### config.mk
export PLATFORM = sky130hd
export DESIGN_NAME = rps_round_controller
export DESIGN_NICKNAME = d
export VERILOG_FILES = /design/src/rtl/rps_round_controller.sv
export SDC_FILE = /design/constraint.sdc
export NUM_CORES = 1
export LEC_CHECK = 0
export BUFFER_PORTS_ARGS = -buffer_cell sky130_fd_sc_hd__buf_2
export CAP_MARGIN = 15
export CORE_AREA = 8 8 61 63
export DETAILED_ROUTE_END_ITERATION = 6
export DIE_AREA = 0 0 69 71
export PLACE_DENSITY_LB_ADDON = 0.2
export SLEW_MARGIN = 20
export SYNTH_ARGS = -nofsm -noshare
export SYNTH_HDL_FRONTEND = slang
export SYNTH_SLANG_ARGS = --single-unit
### constraint.sdc
create_clock -name clk -period 4 [get_ports clk]
set_clock_uncertainty 0.05 [all_clocks]
set_input_delay 0.4 -clock clk [delete_from_list [all_inputs] [get_ports clk]]
set_output_delay 0.4 -clock clk [all_outputs]
set_load 0.005 [all_outputs]
### src/rtl/rps_round_controller.sv
// rps_round_controller
//
// Player-side match controller for a stone-paper-scissors judge. Latches one
// move per player, drives the judge through a two-cycle start handshake,
// captures and decodes the judge's single-cycle result, and keeps scores for a
// first-to-WIN_TARGET match.
//
// Optional feature macro: RPS_PROTO_CHECK_EN
//   defined   - unknown judge codes set the sticky proto_err flag
//   undefined - proto_err is tied low; unknown codes score as invalid only
//
// Parameters:
//   WIN_TARGET     round wins needed to take the match (1..15)
//
// Ports:
//   clk            rising-edge clock
//   rst_n          synchronous active-low reset
//   p1_sel/p2_sel  player moves (00 stone, 01 paper, 10 scissors, 11 passthrough)
//   p1_valid/p2_valid  one-cycle strobes latching the matching _sel
//   new_match      clear scores/flags and restart after a 2-cycle gap
//   judge_p1_move/judge_p2_move  moves presented to the judge
//   judge_start    judge start request, straight from a flop
//   judge_result   judge code: 0 tie, 50 P1, 100 P2, 200 invalid
//   round_done     one-cycle pulse when a round is scored
//   round_winner   00 tie, 01 P1, 10 P2, 11 invalid/unknown
//   p1_score/p2_score  rounds won
//   match_over     a player reached WIN_TARGET
//   match_winner   01 P1, 10 P2, 00 none
//   proto_err      sticky unknown-result-code flag

module rps_round_controller #(
  parameter int unsigned WIN_TARGET = 3
) (
  input  logic       clk,
  input  logic       rst_n,
  input  logic [1:0] p1_sel,
  input  logic       p1_valid,
  input  logic [1:0] p2_sel,
  input  logic       p2_valid,
  input  logic       new_match,
  output logic [1:0] judge_p1_move,
  output logic [1:0] judge_p2_move,
  output logic       judge_start,
  input  logic [7:0] judge_result,
  output logic       round_done,
  output logic [1:0] round_winner,
  output logic [3:0] p1_score,
  output logic [3:0] p2_score,
  output logic       match_over,
  output logic [1:0] match_winner,
  output logic       proto_err
);

  localparam logic [3:0] Target = 4'(WIN_TARGET);

  localparam logic [7:0] CodeTie     = 8'd0;
  localparam logic [7:0] CodeP1      = 8'd50;
  localparam logic [7:0] CodeP2      = 8'd100;
  localparam logic [7:0] CodeInvalid = 8'd200;

  localparam logic [1:0] WinTie = 2'b00;
  localparam logic [1:0] WinP1  = 2'b01;
  localparam logic [1:0] WinP2  = 2'b10;
  localparam logic [1:0] WinBad = 2'b11;

  typedef enum logic [2:0] {
    StCollect,
    StStart,
    StSample,
    StRelease,
    StGap,
    StDone
  } state_e;

  state_e     state_q;
  logic [1:0] p1_move_q, p2_move_q;
  logic       p1_have_q, p2_have_q;
  logic       judge_start_q;
  logic       round_done_q;
  logic [1:0] round_winner_q;
  logic [3:0] p1_score_q, p2_score_q;
  logic       match_over_q;
  logic [1:0] match_winner_q;
  logic       gap_cnt_q;

  // Result decode, only consumed on the closing edge of SAMPLE.
  logic [1:0] code_winner;
  logic       p1_inc, p2_inc;
  logic [3:0] p1_score_nxt, p2_score_nxt;
`ifdef RPS_PROTO_CHECK_EN
  logic       code_unknown;
  logic       proto_err_q;
`endif

  always_comb begin
    code_winner = WinBad;
    p1_inc      = 1'b0;
    p2_inc      = 1'b0;
`ifdef RPS_PROTO_CHECK_EN
    code_unknown = 1'b0;
`endif
    case (judge_result)
      CodeTie:     code_winner = WinTie;
      CodeP1: begin
        code_winner = WinP1;
        p1_inc      = 1'b1;
      end
      CodeP2: begin
        code_winner = WinP2;
        p2_inc      = 1'b1;
      end
      CodeInvalid: code_winner = WinBad;
      default: begin
        code_winner = WinBad;
`ifdef RPS_PROTO_CHECK_EN
        code_unknown = 1'b1;
`endif
      end
    endcase
  end

  // Scores cannot overrun: the match ends the moment either hits Target.
  assign p1_score_nxt = p1_score_q + {3'b000, p1_inc};
  assign p2_score_nxt = p2_score_q + {3'b000, p2_inc};

  always_ff @(posedge clk) begin
    if (!rst_n) begin
      state_q        <= StCollect;
      p1_move_q      <= 2'b00;
      p2_move_q      <= 2'b00;
      p1_have_q      <= 1'b0;
      p2_have_q      <= 1'b0;
      judge_start_q  <= 1'b0;
      round_done_q   <= 1'b0;
      round_winner_q <= WinTie;
      p1_score_q     <= 4'd0;
      p2_score_q     <= 4'd0;
      match_over_q   <= 1'b0;
      match_winner_q <= 2'b00;
      gap_cnt_q      <= 1'b0;
`ifdef RPS_PROTO_CHECK_EN
      proto_err_q    <= 1'b0;
`endif
    end else if (new_match) begin
      // Abort whatever is in flight; the round is dropped without scoring.
      state_q        <= StGap;
      p1_move_q      <= 2'b00;
      p2_move_q      <= 2'b00;
      p1_have_q      <= 1'b0;
      p2_have_q      <= 1'b0;
      judge_start_q  <= 1'b0;
      round_done_q   <= 1'b0;
      round_winner_q <= WinTie;
      p1_score_q     <= 4'd0;
      p2_score_q     <= 4'd0;
      match_over_q   <= 1'b0;
      match_winner_q <= 2'b00;
      gap_cnt_q      <= 1'b0;
`ifdef RPS_PROTO_CHECK_EN
      proto_err_q    <= 1'b0;
`endif
    end else begin
      round_done_q <= 1'b0;
      unique case (state_q)
        StCollect: begin
          if (p1_have_q && p2_have_q) begin
            // Moves are frozen from here until the round is scored.
            state_q       <= StStart;
            judge_start_q <= 1'b1;
          end else begin
            if (p1_valid) begin
              p1_move_q <= p1_sel;
              p1_have_q <= 1'b1;
            end
            if (p2_valid) begin
              p2_move_q <= p2_sel;
              p2_have_q <= 1'b1;
            end
          end
        end
        StStart: begin
          state_q <= StSample;
        end
        StSample: begin
          // judge_result is only valid in this cycle.
          state_q        <= StRelease;
          judge_start_q  <= 1'b0;
          round_done_q   <= 1'b1;
          round_winner_q <= code_winner;
          p1_score_q     <= p1_score_nxt;
          p2_score_q     <= p2_score_nxt;
          p1_have_q      <= 1'b0;
          p2_have_q      <= 1'b0;
          if (p1_score_nxt == Target) begin
            match_over_q   <= 1'b1;
            match_winner_q <= WinP1;
          end else if (p2_score_nxt == Target) begin
            match_over_q   <= 1'b1;
            match_winner_q <= WinP2;
          end
`ifdef RPS_PROTO_CHECK_EN
          if (code_unknown) begin
            proto_err_q <= 1'b1;
          end
`endif
        end
        StRelease: begin
          state_q <= match_over_q ? StDone : StCollect;
        end
        StGap: begin
          // Two cycles of start low before the judge can be asked again.
          if (gap_cnt_q) begin
            state_q   <= StCollect;
            gap_cnt_q <= 1'b0;
          end else begin
            gap_cnt_q <= 1'b1;
          end
        end
        StDone: begin
          state_q <= StDone;
        end
        default: begin
          state_q <= StCollect;
        end
      endcase
    end
  end

  assign judge_p1_move = p1_move_q;
  assign judge_p2_move = p2_move_q;
  assign judge_start   = judge_start_q;
  assign round_done    = round_done_q;
  assign round_winner  = round_winner_q;
  assign p1_score      = p1_score_q;
  assign p2_score      = p2_score_q;
  assign match_over    = match_over_q;
  assign match_winner  = match_winner_q;
`ifdef RPS_PROTO_CHECK_EN
  assign proto_err     = proto_err_q;
`else
  assign proto_err     = 1'b0;
`endif

endmodule

==> results.yml <==
synth:
  synth-seq-area-share: 0.4141
  synthCells: 146
  synth_edf_count: 0
  ys_warn_count: 0
  synth_area_sq_um: 1209
  synthArstFlopShare: 0
  synth_ff_type: "dfxtp_1"
  synth_cell_types: 32
  syn_avg_cell_area_sq_um: 8.278
  syn-num-nets: 167
  ys_ff_latch: 25
die:
  die_w_um: 69
  io_pins: 37
  dieArea_sq_um: 4899
  std_cell_rows: 20
  fp.dieH_um: 71
  core-area_sq_um: 2853
  initial_utilization: 0.4237
layout:
  nNetsFinal: 200
  seqCellArea_sq_um: 500.5
  area_growth_syn_to_layout_pct: 15.11
  drive_gt1_frac: 0.2360
  stdcell_area_sq_um: 1391
  post-route-util: 0.4877
  antennaDiodeCount: 0
  fillers: 317
  multiInputGateArea_sq_um: 640.6
routing:
  dr.first_iter.drc_count: 21
  ant_nets: 0
  wirelength_um: 2555
  drc_errors: 0
  viasPerCell: 5.147
  post_drt_wl_per_cell_um: 12.11
  drtPass1Iterations: 4
  vias: 1086
timing:
  setup_viol: 0
  fin_crit_ns: 1.866
  post-route-period-util: 0.4664
  hold_violations: 0
  rsz0062_at_grt: "false"
  worst_pin_slew_ns: 0.7625
  fmaxAchievable_mhz: 536.0
  slew_viol_final: 0
  hold_ws_ns: 0.2679
  setup-tns-final_ns: 0
  slew_headroom: 0.4917
pwr:
  total_power_mw: 0.4041
  p_leak_nw: 0.5795
  ir_worst_vdd_mv: 0.1635
  power_density_nw_per_um2: 290.5
worst_setup_path:
  cp_num_buf_inv: 1
  cp.required_ns: 4.21
  worst-endpoint-arrival_ns: 2.08
  critPathKind: "in2reg"
  critPathMaxFanout: 4
  cpPeakStageDelay_ns: 0.31
  endpoint_kind: "register"
  slowest_stage: "nor4_2"
  rr_startpoint: "p2_score[0]"
  path_cells: "buf_2, nor3_1, nand2_1, nor2_1, ha_1, ha_1, nand2_1, nor4_2, o21a_1, o221a_1"
  worstSetupStartpoint: "judge_result[0]"
  cp-start-kind: "input pin"
  crit_family: "simple AND/OR/NAND/NOR gates"
global_routing:
  grt_usage: 0.1098
  grt_pass1_vias: 1058
  grt_pass1_wl_um: 4581
  grt_overflow: 0
  antenna_found_initial: 0
  grt_max_degree: 21
clock_tree:
  ctsHoldBuffers: 0
  ctsHtreeMaxLevel: 1
  cts_resized: 0
  root_buffer: "clkbuf_4"
  cts_tree: "yes"
  cts.clk_slew.worst_paths_ns: 0.13
  cts_buffers: 3
  insertion_delay_ns: 0.31
  clockBufferDepth: 2
  postCtsSetupBuffers: 0
  clock_sinks: 25
run:
  drv_cap: 0
place:
  gp_congestion: 0.7501
  postPlaceCellArea_sq_um: 1365
  hpwlAfterDp_um: 1982
  port_buffers: 35
run_status:
  status: "finished clean"
worst_hold_path:
  hold_class: "in2reg"
  hp-start: "rst_n"
==> layout by cell type, fill, tap and decap left out, types with 3 or more instances in the layout <==
cell type / instances
clkbuf_4: 3
nand3_1: 8
a21oi_1: 16
ha_1: 4
nor2_1: 16
a31oi_1: 3
nor3_1: 6
buf_2: 35
dfxtp_1: 25
o21ai_0: 5
xor2_1: 5
nand2_1: 27
==> synth_stat cells (2+ instances only) <==
cell	instances	area share
nor2_1	16	0.050
xor2_1	5	0.036
or3_1	2	0.010
nand2b_1	2	0.010
dfxtp_1	25	0.41
nor2b_1	2	0.010
a21oi_1	16	0.066
inv_1	2	0.0062
nand3_1	8	0.033
nand2_1	27	0.084
buf_6	4	0.037
ha_1	4	0.041
a31oi_1	3	0.016
clkbuf_1	2	0.0062
o21ai_0	5	0.021
nor3_1	6	0.025
nor4_1	2	0.010
==> power by group <==
part / leakage (nW) / switching, mW / total [mW] / internal (mW)
clock: 0.0150 / 0.0701 / 0.109 / 0.0389
combinational: 0.362 / 0.0194 / 0.0358 / 0.0164
sequential: 0.202 / 0.00623 / 0.259 / 0.253
total: 0.580 / 0.0958 / 0.404 / 0.308
==> area by class of cell <==
cell class                      instances  area share
Inverter                                2    0.005396
Tap cell                               33     0.02968
Multi-Input combinational cell        112      0.4604
Sequential cell                        25      0.3597
Timing Repair Buffer                   35      0.1259
Clock buffer                            4     0.01888
==> sequential cells by signal, summed over array words and instances (netlist names) <==
| name | cells |
|---|---|
| match_winner | 2 |
| state_q | 3 |
| judge_start | 1 |
| p1_have_q | 1 |
| gap_cnt_q | 1 |
| judge_p1_move | 2 |
| round_winner | 2 |
| p2_score | 4 |
| p1_score | 4 |
| match_over | 1 |
| p2_have_q | 1 |
| round_done | 1 |
| judge_p2_move | 2 |
==> routing by layer <==
metal	vias up	wire length, um	GRT usage
met5	-	0	0
met4	0	36	0.05923
met3	4	137	0.03497
met2	32	1145	0.1803
met1	483	1235	0.1236
li1	567	-	-
==> logic make-up (layout without fill, tap and decap cells) <==
group                    count (synthesis)  count (layout)  synth area share
AO/OA/AOI/OAI                           30              30            0.1605
AND/OR/NAND/NOR                         71              71            0.2816
flip-flops                              25              25            0.4141
buffers and inverters                    9              41           0.05590
XOR/XNOR                                 6               6           0.04348
other                                    1               1          0.003103
adder cells (fa/ha/maj)                  4               4           0.04141
==> path summary, 6_finish.rpt <==
| kind | end | slack [ns] | cells after the start |
|---|---|---|---|
| hold / removal | state_q[2] | 0.27 | 2 |
| hold reg to reg | judge_p1_move[0] | 0.41 | 2 |
| setup reg to reg | match_winner[1] | 2.26 | 6 |
| setup / recovery | match_winner[1] | 2.13 | 10 |
==> through the flow <==
step           cells  setup slack, ns
5_1_grt          211            1.956
3_3_place_gp     207            1.897
6_report         211            2.134
2_1_floorplan    146            2.059
4_1_cts          211            2.156
3_5_place_dp     207            1.811
Note: power is estimated with default switching activity, not from simulation.
